`src/rtl/wb_arbiter_2m.sv`:
```
// Two-master Wishbone round-robin arbiter with a single slave port.
// Define WB_ARB_TIMEOUT_EN to add the no-ack timeout and ERR state.
module wb_arbiter_2m #(
  parameter int unsigned TIMEOUT = 16
) (
  input  logic        clk_i,
  input  logic        rst_i,
  input  logic [1:0]  m_cyc_i,
  input  logic [1:0]  m_stb_i,
  input  logic [1:0]  m_we_i,
  input  logic [63:0] m_adr_i,
  input  logic [63:0] m_dat_i,
  output logic [1:0]  m_ack_o,
  output logic [1:0]  m_err_o,
  output logic [31:0] m_dat_o,
  output logic [1:0]  gnt_o,
  output logic        s_cyc_o,
  output logic        s_stb_o,
  output logic        s_we_o,
  output logic [31:0] s_adr_o,
  output logic [31:0] s_dat_o,
  input  logic        s_ack_i,
  input  logic [31:0] s_dat_i
);

`ifdef WB_ARB_TIMEOUT_EN
  typedef enum logic [1:0] {IDLE, OWN, ERR} state_e;
  localparam logic [7:0] TO_LAST = 8'(TIMEOUT - 1);
  logic [7:0] cnt_q;
`else
  typedef enum logic [1:0] {IDLE, OWN} state_e;
`endif

  state_e     state_q;
  logic [1:0] gnt_q;
  logic       last_q;
  logic [1:0] pick;
  logic       g;
  logic       own;

  assign g     = gnt_q[1];
  assign own   = (state_q == OWN);
  assign gnt_o = gnt_q;

  // On a tie the master not granted last wins.
  always_comb begin
    pick = m_cyc_i;
    if (m_cyc_i == 2'b11)
      pick = last_q ? 2'b01 : 2'b10;
  end

  always_ff @(posedge clk_i) begin
    if (rst_i) begin
      state_q <= IDLE;
      gnt_q   <= 2'b00;
      last_q  <= 1'b1;
`ifdef WB_ARB_TIMEOUT_EN
      cnt_q   <= 8'd0;
`endif
    end else begin
      unique case (state_q)
        IDLE: begin
          if (|m_cyc_i) begin
            gnt_q   <= pick;
            state_q <= OWN;
          end
        end
        OWN: begin
          if (!m_cyc_i[g]) begin
            state_q <= IDLE;
            last_q  <= g;
            gnt_q   <= 2'b00;
`ifdef WB_ARB_TIMEOUT_EN
            cnt_q   <= 8'd0;
          end else if (s_ack_i) begin
            cnt_q <= 8'd0;
          end else if (s_stb_o) begin
            if (cnt_q == TO_LAST) begin
              state_q <= ERR;
              cnt_q   <= 8'd0;
            end else begin
              cnt_q <= cnt_q + 8'd1;
            end
`endif
          end
        end
`ifdef WB_ARB_TIMEOUT_EN
        ERR: begin
          if (!m_cyc_i[g]) begin
            state_q <= IDLE;
            last_q  <= g;
            gnt_q   <= 2'b00;
          end
        end
`endif
        default: begin
          state_q <= IDLE;
          gnt_q   <= 2'b00;
        end
      endcase
    end
  end

  // Slave side follows the owner combinationally; quiet otherwise.
  always_comb begin
    s_cyc_o = own & m_cyc_i[g];
    s_stb_o = own & m_stb_i[g];
    s_we_o  = own & m_we_i[g];
    s_adr_o = 32'd0;
    s_dat_o = 32'd0;
    m_ack_o = 2'b00;
    m_dat_o = 32'd0;
    if (own) begin
      s_adr_o = g ? m_adr_i[63:32] : m_adr_i[31:0];
      s_dat_o = g ? m_dat_i[63:32] : m_dat_i[31:0];
      m_ack_o = s_ack_i ? gnt_q : 2'b00;
      m_dat_o = s_dat_i;
    end
  end

`ifdef WB_ARB_TIMEOUT_EN
  assign m_err_o = (state_q == ERR) ? (gnt_q & m_stb_i) : 2'b00;
`else
  assign m_err_o = 2'b00;
`endif

endmodule

```
`config.mk`:
```
export PLATFORM = sky130hd
export DESIGN_NAME = wb_arbiter_2m
export DESIGN_NICKNAME = d
export VERILOG_FILES = /design/src/rtl/wb_arbiter_2m.sv
export SDC_FILE = /design/constraint.sdc
export NUM_CORES = 1
export LEC_CHECK = 0
export ABC_AREA = 1
export BUFFER_PORTS_ARGS = -buffer_cell sky130_fd_sc_hd__buf_2
export CAP_MARGIN = 20
export CORE_AREA = 3 3 106 108
export DETAILED_ROUTE_END_ITERATION = 8
export DIE_AREA = 0 0 109 111
export PLACE_DENSITY = 0.59
export REMOVE_ABC_BUFFERS = 1
export SETUP_SLACK_MARGIN = 0.15
export SLEW_MARGIN = 15
export SYNTH_ARGS = -nofsm -noshare
export SYNTH_HDL_FRONTEND = slang
export SYNTH_SLANG_ARGS = --single-unit
```
`constraint.sdc`:
```
create_clock -name clk_i -period 2.4 [get_ports clk_i]
set_clock_uncertainty 0.05 [all_clocks]
set_input_delay 0.24 -clock clk_i [delete_from_list [all_inputs] [get_ports clk_i]]
set_output_delay 0.24 -clock clk_i [all_outputs]
set_load 0.02 [all_outputs]
```
==> impl_metrics.tcl <==
set metrics [dict create \
    status "finished clean" \
    cpPeakStageDelay_ps 410 \
    cpMaxStageDelayCell "buf_4" \
    antenna_cells 0 \
    path_class "flip-flop to output port" \
    io_pins 274 \
    holdBufCountCts 0 \
    clockBufferDepth 2 \
    start_kind "flip-flop" \
    crit_buf_inv 2 \
    place_area_sq_um 2848 \
    vias_per_cell 3.930 \
    p_leak_nw 2.084 \
    post_cts_buffers 0 \
    postSynth.asyncResetShare 0 \
    final_cells 711 \
    rsz0062_at_grt "false" \
    clkTransAtPathRegs_ps 30 \
    fin_crit_sh 0.7252 \
    ys_top_cells_by_count "134 x nor2_1, 57 x o21ai_0, 42 x nand2_1" \
    route.antenna.remaining_nets 0 \
    multi_input_area_sq_um 1051 \
    fin_nets 746 \
    antenna_found_initial 0 \
    cp_max_fo 61 \
    numCtsBuffers 3 \
    ys_seq_elements 4 \
    gp_congestion 0.9192 \
    vias 2794 \
    cap_violations 0 \
    crit_arrival_ps 1450 \
    die_area_sq_um 12100 \
    grt_usage 0.1210 \
    n_fill_cell 1189 \
    avgSynthCellArea_sq_um 4.444 \
    hold_class "input pin to flip-flop" \
    slew_headroom 0.6542 \
    grt_pass1_vias 2566 \
    yosysWarnings 0 \
    totalWireLength_mm 8.189 \
    path_delay_family "buffers and inverters" \
    end_kind "output port" \
    synth_area_sq_um 1426 \
    yosysSeqAreaShare 0.05614 \
    synth_edf_count 0 \
    synth_ff_type "dfxtp_1" \
    yosys-top-cells-area "nor2_1 35%, o21ai_0 20%, nand2_1 11%" \
    setup_slack_ps 659.4 \
    pre_cts_ws_ps 883.3 \
    port_buffers 271 \
    die_h_um 111 \
    area_growth_pct 102.5 \
    dr.pass1.iters 4 \
    fmax_ghz 0.5745 \
    postSynthCellCount 321 \
    synth.largest_area_cell "nor2_1" \
    crit_required_ps 2110 \
    final_area_sq_um 2889 \
    yosysMostFrequentCell "nor2_1" \
    setup_tns_ps 0 \
    dpl.hpwl_mm 6.905 \
    place_inst 708 \
    grt_first_pass_wirelength_mm 12.06 \
    synth_top_area_frac 0.3526 \
    dieWidth_um 109 \
    coreArea_sq_um 10320 \
    crit_chain "buf_4, o21ai_0, nor2_1, buf_2" \
    hold_viol_final 0 \
    insertion_delay_ps 220 \
    cts_resized 0 \
    grt_overflow 0 \
    routedWlPerCell_um 11.52 \
    initial_utilization 0.1382 \
    utilization 0.2798 \
    drive_gt1_frac 0.4939 \
    root_buffer "clkbuf_8" \
    powerDensity_nw_per_um2 300.1 \
    clock_sinks 4 \
    htree_levels 1 \
    rows 37 \
    setup_viol 0 \
    maxSlewViolCount 0 \
    ir_drop_uv 181.2 \
    cts_tree "yes" \
    fin_crit_ps 1741 \
    ys_types 18 \
    first_iter_violations 174 \
    register_area_sq_um 82.58 \
    drc 0 \
    grt_max_degree 62 \
    worstMarginPinSlew_ps 518.6 \
]
-- path summary, 6_finish.rpt --
path	depth (start not counted)	endpoint	start	slack, ps
max	4	s_dat_o[29]	state_q[0]	660
min	2	gnt_o[1]	rst_i	150
max reg2reg	6	gnt_o[1]	state_q[0]	1000
min reg2reg	2	gnt_o[0]	gnt_o[0]	430
-- cell usage in the layout (no fill, tap or decap), types with 2 or more instances in the layout --
cell type	count
a21oi_1	2
dfxtp_1	2
o21ai_1	9
buf_2	271
o21ai_0	57
nand3_1	3
nor2_1	134
o211ai_1	2
conb_1	2
inv_1	37
dfxtp_2	2
buf_4	6
clkbuf_8	3
nand2_1	42
-- flip-flops by register name (all words and copies together), names as in the netlist --
register / cells
last_q: 1
gnt_o: 2
state_q: 1
-- metrics by stage --
stage          total power [W]  hold WS, ps
2_1_floorplan        0.0004235        259.1
3_3_place_gp         0.0007314        373.3
3_5_place_dp         0.0007286        377.2
4_1_cts              0.0008748        151.4
5_1_grt              0.0009449        168.6
6_report             0.0008670        152.3
-- area by class of cell --
| cell class | count | share of cell area |
|---|---|---|
| timing repair buffer | 277 | 0.4851 |
| multi-input combinational | 253 | 0.3638 |
| tap | 136 | 0.05890 |
| inverter | 38 | 0.04937 |
| sequential | 4 | 0.02858 |
| clock buffer | 3 | 0.01429 |
-- power breakdown --
group          total (W)  internal [W]  switching (W)
Combinational   0.000649      0.000245       0.000404
Sequential     0.0000764     0.0000728     0.00000351
Clock           0.000142      0.000107      0.0000350
Total           0.000867      0.000425       0.000442
-- cells by family after synthesis --
family,after synthesis,synth area share
other,1,0.002629
and+or+nand+nor,181,0.4825
DFF,4,0.05614
AOI/OAI and AO/OA,70,0.2491
buffers and inverters,65,0.2096
-- worst register-to-register path: stages, from the launching register on --
cell     delay [ps]
dfxtp_2         310
buf_4           410
inv_1           190
nand3_1         130
nand2_1          70
nand2_1          60
a21oi_1          60
-- layer usage --
| layer | wire length [um] | vias to the layer above | global-route usage |
|---|---|---|---|
| met4 | 75 | 0 | 0.02694 |
| met5 | 0 | - | 0 |
| met3 | 873 | 8 | 0.01514 |
| met2 | 4161 | 165 | 0.2252 |
| met1 | 3079 | 1142 | 0.1443 |
| li1 | - | 1479 | - |
No activity file was read; power rests on OpenSTA's default activity.
